**src/rtl/br_resolve_ctrl_if.sv**
```systemverilog
// rtl/br_resolve_ctrl_if.sv - branch resolution driver bus: dispatch, execute resolve, stack/flush outputs
`ifndef BR_MASK_W
`define BR_MASK_W 4
`endif
`ifndef BR_STATE_W
`define BR_STATE_W 2
`endif
`ifndef BR_NONE
`define BR_NONE 2'd0
`endif
`ifndef BR_PR_CORRECT
`define BR_PR_CORRECT 2'd1
`endif
`ifndef BR_PR_WRONG
`define BR_PR_WRONG 2'd2
`endif

interface br_resolve_if;
  logic                   disp_br_i;
  logic [`BR_MASK_W-1:0]  br_mask_i;
  logic                   full_i;
  logic                   ex_valid_i;
  logic [`BR_MASK_W-1:0]  ex_bit_i;
  logic                   ex_mispred_i;
  logic [`BR_STATE_W-1:0] br_state_o;
  logic [`BR_MASK_W-1:0]  br_dep_mask_o;
  logic                   disp_stall_o;
  logic [`BR_MASK_W-1:0]  squash_mask_o;

  modport master (
    output disp_br_i, br_mask_i, full_i, ex_valid_i, ex_bit_i, ex_mispred_i,
    input  br_state_o, br_dep_mask_o, disp_stall_o, squash_mask_o
  );

  modport slave (
    input  disp_br_i, br_mask_i, full_i, ex_valid_i, ex_bit_i, ex_mispred_i,
    output br_state_o, br_dep_mask_o, disp_stall_o, squash_mask_o
  );
endinterface

```
**src/rtl/br_resolve_ctrl.sv**
```systemverilog
// rtl/br_resolve_ctrl.sv - tracks in-flight branch tags, orders resolutions, squashes and stalls on mispredict
`ifndef BR_MASK_W
`define BR_MASK_W 4
`endif
`ifndef BR_STATE_W
`define BR_STATE_W 2
`endif
`ifndef BR_NONE
`define BR_NONE 2'd0
`endif
`ifndef BR_PR_CORRECT
`define BR_PR_CORRECT 2'd1
`endif
`ifndef BR_PR_WRONG
`define BR_PR_WRONG 2'd2
`endif

module br_resolve_ctrl #(
  parameter int RC_CYCLES = 1
) (
  input logic        clk,
  input logic        rst,
  br_resolve_if.slave bus
);
  localparam int W = `BR_MASK_W;

  typedef enum logic {IDLE, RECOVER} state_t;

  state_t       state;
  logic [1:0]   cnt;
  logic [W-1:0] valid, pend_c, pend_w;
  logic [W-1:0] dep [W];

  logic [W-1:0] wr_sel, cr_sel, iss_sel, sel_dep, squash, clr;
  logic [W-1:0] m, new_sel, res_hit;
  logic         issue_wrong, issue_correct, stall, disp_ok;
  logic [W-1:0] valid_n, pend_c_n, pend_w_n;
  logic [W-1:0] dep_n [W];

  // Issue selection: oldest mispredict first, else lowest-index correct; squash set for a wrong issue
  always_comb begin
    wr_sel = '0;
    cr_sel = '0;
    for (int k = W - 1; k >= 0; k--) begin
      if (pend_w[k] && ((dep[k] & pend_w) == '0)) wr_sel = W'(1) << k;
      if (pend_c[k]) cr_sel = W'(1) << k;
    end
    issue_wrong   = (state == IDLE) && (pend_w != '0);
    issue_correct = (state == IDLE) && (pend_w == '0) && (pend_c != '0);
    iss_sel = issue_wrong ? wr_sel : (issue_correct ? cr_sel : '0);
    sel_dep = '0;
    squash  = '0;
    for (int k = 0; k < W; k++) begin
      if (iss_sel[k]) sel_dep = sel_dep | dep[k];
      if (issue_wrong && valid[k] && ((dep[k] & wr_sel) != '0)) squash[k] = 1'b1;
    end
    if (issue_wrong) squash = squash | wr_sel;
    stall = (state == RECOVER) || issue_wrong;
  end

  assign bus.br_state_o    = issue_wrong ? `BR_PR_WRONG : (issue_correct ? `BR_PR_CORRECT : `BR_NONE);
  assign bus.br_dep_mask_o = (issue_wrong || issue_correct) ? (sel_dep | iss_sel) : '0;
  assign bus.disp_stall_o  = stall;
  assign bus.squash_mask_o = squash;

  // Next tag state: retire/squash first, then capture resolutions on survivors, then allocate the new tag
  always_comb begin
    clr = issue_wrong ? squash : (issue_correct ? cr_sel : '0);
    valid_n  = valid & ~clr;
    pend_c_n = pend_c & ~clr;
    pend_w_n = pend_w & ~clr;
    for (int i = 0; i < W; i++) dep_n[i] = clr[i] ? '0 : (dep[i] & ~clr);

    res_hit = bus.ex_valid_i ? (bus.ex_bit_i & valid_n) : '0;
    if (bus.ex_mispred_i) pend_w_n = pend_w_n | res_hit;
    else                  pend_c_n = pend_c_n | res_hit;

    // The tag freed by a CORRECT issue this cycle is immediately reusable
    m = bus.br_mask_i & ~(issue_correct ? cr_sel : '0);
    new_sel = '0;
    for (int k = W - 1; k >= 0; k--) if (!m[k]) new_sel = W'(1) << k;
    disp_ok = bus.disp_br_i && !bus.full_i && !stall && (new_sel != '0);
    if (disp_ok) begin
      valid_n  = valid_n | new_sel;
      pend_c_n = pend_c_n & ~new_sel;
      pend_w_n = pend_w_n & ~new_sel;
      for (int i = 0; i < W; i++) if (new_sel[i]) dep_n[i] = m;
    end
  end

  // State registers and IDLE/RECOVER sequencing after a wrong issue
  always_ff @(posedge clk) begin
    if (rst) begin
      state  <= IDLE;
      cnt    <= '0;
      valid  <= '0;
      pend_c <= '0;
      pend_w <= '0;
      for (int i = 0; i < W; i++) dep[i] <= '0;
    end else begin
      valid  <= valid_n;
      pend_c <= pend_c_n;
      pend_w <= pend_w_n;
      for (int i = 0; i < W; i++) dep[i] <= dep_n[i];
      case (state)
        IDLE: begin
          if (issue_wrong && (RC_CYCLES > 0)) begin
            state <= RECOVER;
            cnt   <= 2'(RC_CYCLES);
          end
        end
        RECOVER: begin
          if (cnt <= 2'd1) state <= IDLE;
          else             cnt   <= cnt - 2'd1;
        end
        default: state <= IDLE;
      endcase
    end
  end
endmodule

```
**src/flat_wrapper.sv**
```systemverilog
// flat-port wrapper written by rule: the top's interface ports become plain ports
module br_resolve_ctrl_flat 
#(
  parameter int RC_CYCLES = 1
)
  (clk, rst, bus_disp_br_i, bus_br_mask_i, bus_full_i, bus_ex_valid_i, bus_ex_bit_i, bus_ex_mispred_i, bus_br_state_o, bus_br_dep_mask_o, bus_disp_stall_o, bus_squash_mask_o);
  br_resolve_if bus_i ();
  input logic clk;
  input logic rst;
  input wire logic [$bits(bus_i.disp_br_i)-1:0] bus_disp_br_i;
  input wire logic [$bits(bus_i.br_mask_i)-1:0] bus_br_mask_i;
  input wire logic [$bits(bus_i.full_i)-1:0] bus_full_i;
  input wire logic [$bits(bus_i.ex_valid_i)-1:0] bus_ex_valid_i;
  input wire logic [$bits(bus_i.ex_bit_i)-1:0] bus_ex_bit_i;
  input wire logic [$bits(bus_i.ex_mispred_i)-1:0] bus_ex_mispred_i;
  output wire logic [$bits(bus_i.br_state_o)-1:0] bus_br_state_o;
  output wire logic [$bits(bus_i.br_dep_mask_o)-1:0] bus_br_dep_mask_o;
  output wire logic [$bits(bus_i.disp_stall_o)-1:0] bus_disp_stall_o;
  output wire logic [$bits(bus_i.squash_mask_o)-1:0] bus_squash_mask_o;
  assign bus_i.disp_br_i = bus_disp_br_i;
  assign bus_i.br_mask_i = bus_br_mask_i;
  assign bus_i.full_i = bus_full_i;
  assign bus_i.ex_valid_i = bus_ex_valid_i;
  assign bus_i.ex_bit_i = bus_ex_bit_i;
  assign bus_i.ex_mispred_i = bus_ex_mispred_i;
  assign bus_br_state_o = bus_i.br_state_o;
  assign bus_br_dep_mask_o = bus_i.br_dep_mask_o;
  assign bus_disp_stall_o = bus_i.disp_stall_o;
  assign bus_squash_mask_o = bus_i.squash_mask_o;
  br_resolve_ctrl #(.RC_CYCLES(RC_CYCLES)) u_core (.clk(clk), .rst(rst), .bus(bus_i));
endmodule
```
**config.mk**
```make
export PLATFORM = sky130hd
export DESIGN_NAME = br_resolve_ctrl_flat
export DESIGN_NICKNAME = d
export VERILOG_FILES = /design/src/rtl/br_resolve_ctrl_if.sv /design/src/rtl/br_resolve_ctrl.sv /design/src/flat_wrapper.sv
export SDC_FILE = /design/constraint.sdc
export NUM_CORES = 1
export LEC_CHECK = 0
export CAP_MARGIN = 10
export CORE_ASPECT_RATIO = 1.4
export CORE_UTILIZATION = 50
export DETAILED_ROUTE_END_ITERATION = 10
export HOLD_SLACK_MARGIN = 0.08
export PLACE_DENSITY = 0.82
export SLEW_MARGIN = 10
export SYNTH_ARGS = -nofsm -noshare
export SYNTH_HDL_FRONTEND = slang
export SYNTH_SLANG_ARGS = --single-unit
```
**constraint.sdc**
```tcl
create_clock -name clk -period 2.7 [get_ports clk]
set_input_delay 0.54 -clock clk [delete_from_list [all_inputs] [get_ports clk]]
set_output_delay 0.54 -clock clk [all_outputs]
set_load 0.02 [all_outputs]
```
==> flow_summary.ini, run 1 <==
[outcome]
outcome = finished, final reports clean

[finish]
stdcell_area_um2 = 2230
area_delta_synth_final_pct = 31.3
num_antenna_cells = 0
fin_nets = 286
drive_above_1_share_pct = 21.7
final_util_pct = 70.2

[timing]
tightest_slew_ns = 0.625
min_period_over_period_pct = 97.2
slew_headroom_pct = 58.3
fin_crit_ns = 2.63
hold_violations = 0
setup_viol = 0
hold_ws_ns = 0.441
slew_viol_final = 0
fmax_mhz = 381
finClkSkew_ns = 0.00687

[clock_tree]
htreeDepth = 2
clk_pin_slew_worst_paths_ns = 0.06
cts_sinks = 31
cts_root_buf = clkbuf_8
insertion_delay_ns = 0.28
cts-hold-fix-buffers = 0
cts_tree = yes
cts-buffers-inserted = 5
clockBufferDepth = 2

[logic_synthesis]
synth_warnings = 0
synth_fa_ha_area_share_pct = 0.736
yosysTopAreaCellShare_pct = 36.5
synth_seq_cells = 31
synth-simple-area-share_pct = 36.2
synth_compound_area_share_pct = 22.8
synthCells = 218
syn_avg_cell_area_um2 = 7.80
synthTopCellsByCount = dfxtp_1 (31), nand2_1 (31), nor2_1 (24)
synth_top_area_cell = dfxtp_1
syn_nets = 233
synth_mux_area_share_pct = 0
synthXorXnorAreaFrac_pct = 0
synthFlopType = dfxtp_1
synth_top_family_by_area = simple AND/OR/NAND/NOR gates
synthTopCellsByArea = dfxtp_1 (36%), nand2_1 (6.8%), nor2_1 (5.3%)
async_flop_share_pct = 0
synthDistinctLibCells = 53
syn-cell-area_um2 = 1700
synth-edff-count = 0
ys_seq_area_share_pct = 36.5

[floorplanning]
core_um2 = 3180
fp-row-count = 24
io_pins = 25
start_util_pct = 53.4
die_area_um2 = 3640
die_x_um = 51.3
dieHeight_um = 71

[run]
maxCapViolCount = 0

[grt]
grt_pass1_wl_um = 8400
use_met3_pct = 6.02
antenna_found_initial = 0
grt_pass1_vias = 1833
grt.met2_usage_pct = 51.5
grt_overflow = 0
grt_max_degree = 20
use_met1_pct = 36.5
grt_usage_pct = 31.9
grt_most_used_layer = met2

[critical_path]
r2r_slack_ns = 0.48
required_ns = 2.16
cp.arrival_ns = 2.09
r2r_cells = 7
path_class = register to primary output
cp-start-kind = register
cp-end-kind = primary output
r2r_start = u_core.pend_w[0]
reg2reg_to = u_core.dep[0][1]
startpoint = u_core.pend_w[2]
crit_fanout = 9
cp-endpoint = bus_squash_mask_o[3]

[routing]
routedWlPerCell_um = 16.6
first_pass_iters = 4
wl_um = 5150
route.detailed.drc = 0
postRouteAntennaNets = 0
first_iter_violations = 98
viasPerCell = 6.17
vias = 1918

[power]
power.total_mw = 0.921
p_leak_nw = 0.901
vdd_ir_drop_max_uv = 404
powerDensity_nw_per_um2 = 412

[place]
dp_hpwl_um = 3950
dpl_cell_area_um2 = 2150
port_buffers = 24
gp_congestion = 0.949

[min_path]
hold_start = u_core.dep[2][2]
hp-class = register to register
[per-layer routing]
| layer | vias to the layer above | share of wire (%) | wire length, µm |
|---|---|---|---|
| met4 | 0 | 6.7 | 344 |
| met5 | - | 0 | 0 |
| met3 | 29 | 5.4 | 277 |
| met2 | 85 | 49 | 2500 |
| met1 | 896 | 39 | 2030 |
| li1 | 908 | - | - |
[layout by cell type, fill, tap and decap left out, types with 3 or more instances in the layout]
master,n
a221oi_1,3
clkbuf_8,5
o31ai_1,3
and3_1,4
a21oi_1,15
dfxtp_1,27
nor2b_1,7
clkdlybuf4s50_1,15
inv_1,9
clkbuf_2,3
dfxtp_2,4
a31oi_1,7
nor3_1,5
nor2_1,24
nand4_1,6
nand3_1,12
nand2_1,31
o21ai_0,4
o21ai_1,3
dlygate4sd2_1,4
and2_1,3
buf_4,27
and4_1,3
[cell families after synthesis]
logic type | count (synthesis)
flops | 31
compound gates | 56
fa+ha+maj | 1
simple gates | 116
buf+inv | 14
[critical path: stages, from the launching register on]
cell and delay (ns):
dfxtp_2 0.40, nor4_2 0.06, buf_4 0.16, nor2_2 0.12, buf_4 0.14, buf_4 0.17
nand2_1 0.06, o31ai_1 0.30, dlygate4sd2_1 0.37
[layout make-up]
cell class / count / area, µm²
fillers: 285 / 950
well taps: 39 / 48.8
multi-input cells: 173 / 1030
clock buffers: 7 / 76.3
inverters: 9 / 33.8
clock inverters: 1 / 5.00
repair buffers: 51 / 413
flip-flops and latches: 31 / 626
[registers in the layout (all words and copies together) (netlist names)]
| register | count |
|---|---|
| u_core.cnt | 2 |
| u_core.dep | 16 |
| u_core.pend_c | 4 |
| u_core.pend_w | 4 |
| u_core.state | 1 |
| u_core.valid | 4 |
[power by group]
part	switching [mW]	total, mW	leakage (nW)	internal [mW]
combinational	0.0501	0.0965	0.606	0.0464
clock	0.169	0.350	0.0422	0.180
sequential	0.00948	0.475	0.252	0.465
total	0.229	0.921	0.901	0.692
[how the worst min path moves through the flow]
stage	endpoint	slack [ns]	cells past startpoint
2_1_floorplan	u_core.dep[2][2]	0.40	2
3_3_place_gp	u_core.dep[2][2]	0.43	2
3_5_place_dp	u_core.dep[2][2]	0.43	2
4_1_cts	u_core.dep[2][2]	0.44	2
5_1_grt	u_core.dep[2][2]	0.45	2
6_report	u_core.dep[2][2]	0.44	2
[what timing repair did]
item                       in CTS  in global routing
setup buffers                   2                  0
pin swaps                       0                  0
resized for setup              21                  9
setup endpoints to repair       9                  6
[metrics by stage]
stage	cells	setup WS, ns	setup TNS (ns)
floorplan	218	0.273	0
global placement	301	0.0391	0
detailed placement	301	-0.0281	-0.0588
CTS	311	0.00102	0
global route	311	-0.0412	-0.0653
finish	311	0.0750	0
No activity file was read; power rests on OpenSTA's default activity.
==> run 2: changes to the inputs <==
--- a/config.mk
+++ b/config.mk
@@ -7,6 +7,7 @@
 export LEC_CHECK = 0
 export CAP_MARGIN = 10
 export CORE_ASPECT_RATIO = 1.4
+export CORE_MARGIN = 2
 export CORE_UTILIZATION = 50
 export DETAILED_ROUTE_END_ITERATION = 10
 export HOLD_SLACK_MARGIN = 0.08
==> run 2 against run 1 <==
Compared with the run above:
- clock power increased by 13%
- worst hold slack improved by 0.0045 ns
- via count increased by 0.47%
- routed wire length decreased by 0.19%
- global-route usage fell by 2.1 points
- sequential power hardly changed
- clock-buffer cell count is 1 higher
- utilization fell by 2.3 points
- die area increased by 6.8%
- critical path type unchanged
==> flow_summary.ini, run 2 (synthesized netlist as in run 1, its figures left out) <==
[power]
powerDensity_nw_per_um2 = 430
p_leak_nw = 0.906
vdd_ir_drop_max_uv = 452

[finish]
num_antenna_cells = 0
largest_reg_flops = 16
regArea_um2 = 626
layout_commonest_cell = nand2_1
multiInputGateArea_um2 = 1040
stdcell_area_um2 = 2250
layout_common_cells = nand2_1 (31), dfxtp_1 (27), buf_4 (25)
area_delta_synth_final_pct = 32.3
largest_register = u_core.dep
fin_nets = 284
drive_above_1_share_pct = 22.2
fillers = 291

[timing]
fin_crit_ns = 2.61
slew_viol_final = 0
slew_headroom_pct = 58.2
fmax_mhz = 384
hold_ws_ns = 0.446
min_period_over_period_pct = 96.5
hold_violations = 0
finClkSkew_ns = 0.00231
tightest_slew_ns = 0.624
grt_setup_unrepaired = no
setup_viol = 0

[routing]
route.detailed.drc = 0
postRouteAntennaNets = 0
routedWlPerCell_um = 16.6
vias = 1927
wl_um = 5140
viasPerCell = 6.22
first_iter_violations = 119
first_pass_iters = 5

[critical_path]
cp-start-kind = register
r2r_slack_ns = 0.55
cp.arrival_ns = 2.07
reg2reg_to = u_core.dep[0][1]
r2r_start = u_core.pend_w[0]
required_ns = 2.16
path_class = register to primary output
r2r_cells = 7
cp-end-kind = primary output
crit_fanout = 7

[min_path]
hp-class = register to register
min_path_cells = 2
hold_start = u_core.dep[2][2]
holdPathEnd = u_core.dep[2][2]

[clock_tree]
cts_root_buf = clkbuf_8
clk_pin_slew_worst_paths_ns = 0.06
cts-hold-fix-buffers = 0
cts_tree = yes
htreeDepth = 2
cts-buffers-inserted = 5
insertion_delay_ns = 0.28
cts_sinks = 31
clockBufferDepth = 2

[place]
port_buffers = 24
dp_hpwl_um = 3930
dpl_cell_area_um2 = 2140
gp_congestion = 0.987

[grt]
grt_max_degree = 20
grt_pass1_wl_um = 8390
grt_pass1_vias = 1792
grt_overflow = 0
grt_usage_pct = 29.8
antenna_found_initial = 0

[floorplanning]
die_x_um = 53.3
die_area_um2 = 3890
start_util_pct = 51.3
dieHeight_um = 73
core_um2 = 3320
io_pins = 25
fp-row-count = 25

[outcome]
outcome = finished, final reports clean

[run]
maxCapViolCount = 0
-- run 2: repair_timing --
action                                  in CTS  in global routing
buffers inserted                             0                  1
endpoints found under the setup margin       9                  8
gates resized for setup                     21                 13
pin swaps                                    0                  1
-- run 2: layer usage --
layer  GRT usage (%)  share of wire (%)  vias to the layer above
li1                -                  -                      899
met1            36.3                 38                      891
met2            46.1                 49                      114
met3            5.74                8.5                       23
met4            20.5                4.6                        0
met5               0                  0                        -
-- run 2: worst max path at each step --
stage / from / to / slack (ns) / depth (start not counted)
global route: u_core.pend_w[1] / bus_squash_mask_o[0] / 0.02 / 9
finish: u_core.pend_w[1] / bus_squash_mask_o[1] / 0.09 / 8
detailed placement: u_core.pend_w[2] / bus_br_dep_mask_o[1] / -0.02 / 6
global placement: u_core.pend_w[2] / bus_br_dep_mask_o[1] / 0.04 / 6
CTS: u_core.pend_w[0] / bus_br_dep_mask_o[1] / 0.0002 / 9
floorplan: u_core.pend_w[0] / bus_br_dep_mask_o[3] / 0.27 / 8
-- run 2: area by class of cell --
type | count | share of cell area [%]
repair buffers | 49 | 17.7
clock buffers | 8 | 4.45
inverters | 9 | 1.50
multi-input cells | 173 | 46.3
well taps | 40 | 2.22
flip-flops and latches | 31 | 27.8
-- run 2: per-stage QoR --
stage	worst slack (ns)	util [%]	power, mW	instances	TNS (ns)
final	0.0949	67.8	0.967	310	0
after global routing	0.0233	67.8	1.00	310	0
after CTS	0.000246	67.7	0.973	309	0
after detailed placement	-0.0156	64.6	0.578	301	-0.0156
after global placement	0.0407	64.6	0.577	301	0
after floorplan	0.273	-	0.529	218	0
-- run 2: where the power goes --
group / switching [mW] / internal [mW] / total, mW / leakage, nW
Combinational: 0.0503 / 0.0463 / 0.0966 / 0.602
Clock: 0.164 / 0.232 / 0.396 / 0.0515
Sequential: 0.00916 / 0.465 / 0.475 / 0.252
Total: 0.223 / 0.744 / 0.967 / 0.906
-- run 2: worst max-delay path: stages (launching register included) --
cell and delay [ns]:
dfxtp_2 0.38, buf_4 0.14, nand2_1 0.06, nand4_1 0.14
buf_4 0.18, o21ai_1 0.08, o21bai_2 0.20, a21boi_1 0.25
dlygate4sd2_1 0.37
==> run 3: changes to the inputs <==
--- a/config.mk
+++ b/config.mk
@@ -10,6 +10,7 @@
 export CORE_MARGIN = 2
 export CORE_UTILIZATION = 50
 export DETAILED_ROUTE_END_ITERATION = 10
+export GPL_TIMING_DRIVEN = 0
 export HOLD_SLACK_MARGIN = 0.08
 export PLACE_DENSITY = 0.82
 export SLEW_MARGIN = 10
==> run 3 against run 2 <==
Compared with the run above:
- fmax decreased by 1.9%
- clock power decreased by 7.8%
- critical path depth unchanged
- sequential power barely moved
- power decreased by 3.5%
- global-route usage fell by 0.14 points
- first-iteration DRC count shrank 15%
- via count shrank 1.1%
- combinational power shrank 5.1%
- cell area down 0.89%
- clock skew up 0.0011 ns
- critical endpoint is now bus_br_dep_mask_o[3]
- largest cell class unchanged
==> flow_summary.ini, run 3 (synthesized netlist as in run 1, its figures left out) <==
[floorplanning]
start_util_pct = 51.3
die_x_um = 53.3
dieHeight_um = 73
fp-row-count = 25
io_pins = 25
core_um2 = 3320
die_area_um2 = 3890

[critical_path]
crit_path_top_delay_cell = dfxtp_4
worstPathCellList = a22o_4 > or3_4 > nand2_1 > nor2_1 > or2_4 > a221oi_2 > nand2_1 > buf_2
crit_fanout = 6
required_ns = 2.16
cp-start-kind = register
cp-end-kind = primary output
cp.arrival_ns = 2.12
crit_buf_inv = 1
crit_family = simple AND/OR/NAND/NOR gates
max_stage_delay_ns = 0.38
crit_top_cell = nand2_1
path_class = register to primary output

[grt]
grt_pass1_wl_um = 8190
grt_usage_pct = 29.7
grt_max_degree = 11
grt_pass1_vias = 1717
grt_overflow = 0
antenna_found_initial = 0

[timing]
grt_setup_unrepaired = yes
fmax_mhz = 377
fin_crit_ns = 2.66
hold_ws_ns = 0.427
min_period_over_period_pct = 98.3
finClkSkew_ns = 0.00344
tns_ns = 0
hold_violations = 0
fin_ws_ns = 0.0446
tightest_slew_ns = 0.496
setup_viol = 0
slew_headroom_pct = 66.8
slew_viol_final = 0

[finish]
area_delta_synth_final_pct = 31.1
largest_register = u_core.dep
largest_reg_flops = 16
layout_commonest_cell = nand2_1
layout_common_cells = nand2_1 (30), dfxtp_1 (25), nor2_1 (24)
fillers = 298
drive_above_1_share_pct = 24.4
stdcell_area_um2 = 2230
fin_nets = 273
final_util_pct = 67.2
num_antenna_cells = 0

[clock_tree]
insertion_delay_ns = 0.29
clockBufferDepth = 2
cts_tree = yes
clk_pin_slew_worst_paths_ns = 0.06
cts-buffers-inserted = 5
cts_sinks = 31
cts-hold-fix-buffers = 0
cts_root_buf = clkbuf_8
htreeDepth = 2

[place]
port_buffers = 24
dp_slack_ns = -0.496
dpl_cell_area_um2 = 1990
dp_hpwl_um = 3640
gp_congestion = 0.946

[routing]
postRouteAntennaNets = 0
viasPerCell = 6.39
routedWlPerCell_um = 17.9
vias = 1905
first_pass_iters = 4
first_iter_violations = 101
route.detailed.drc = 0
wl_um = 5330

[power]
vdd_ir_drop_max_uv = 437
p_leak_nw = 0.858
powerDensity_nw_per_um2 = 419

[outcome]
outcome = finished, final reports clean

[run]
maxCapViolCount = 0

[min_path]
hp-class = register to register
==> run 3: layout make-up <==
cell class	count	area (µm²)	area share [%]
Multi-Input combinational cell	173	1120	50.1
Sequential cell	31	633	28.4
Timing Repair Buffer	34	282	12.6
Clock buffer	6	82.6	3.70
Tap cell	40	50.0	2.24
Inverter	9	33.8	1.52
Buffer	4	26.3	1.18
Clock inverter	1	5.00	0.224
==> run 3: path summary, 6_finish.rpt <==
kind	slack [ns]	cells past startpoint	end	startpoint
hold / removal	0.43	2	u_core.dep[1][1]	u_core.dep[1][1]
setup reg to reg	0.50	10	u_core.dep[0][2]	u_core.pend_w[2]
hold reg to reg	0.43	2	u_core.dep[1][1]	u_core.dep[1][1]
setup / recovery	0.04	8	bus_br_dep_mask_o[3]	u_core.pend_w[0]
==> run 3: routing by layer <==
layer	track usage, %	up-vias	part of all wire, %	wire length, µm
li1	-	884	-	-
met1	35.1	888	39	2070
met2	48.1	106	49	2610
met3	6.35	27	7.3	391
met4	17.1	0	4.9	261
met5	0	-	0	0
==> run 3: worst register-to-register path, stage by stage (launching register included) <==
cell     delay [ns]
dfxtp_2        0.43
nand2_1        0.11
nand4_1        0.23
buf_4          0.18
buf_4          0.12
a21oi_4        0.06
buf_4          0.16
buf_4          0.13
nor2_1         0.40
a41oi_1        0.19
nor2_1         0.12
==> run 3: stage by stage <==
stage,total power [mW],cells
3_5_place_dp,0.572,282
5_1_grt,0.964,298
2_1_floorplan,0.529,218
3_3_place_gp,0.570,282
4_1_cts,0.940,294
6_report,0.934,298
==> run 3: timing repair <==
item / in CTS / in global routing
resized for setup: 29 / 25
setup endpoints to repair: 11 / 7
gates cloned: 0 / 0
pin swaps: 4 / 4
setup buffers: 6 / 4
==> run 3: power breakdown <==
part           total (mW)  switching [mW]  internal [mW]
clock network       0.365           0.165          0.199
registers           0.477          0.0134          0.464
logic              0.0917          0.0476         0.0442
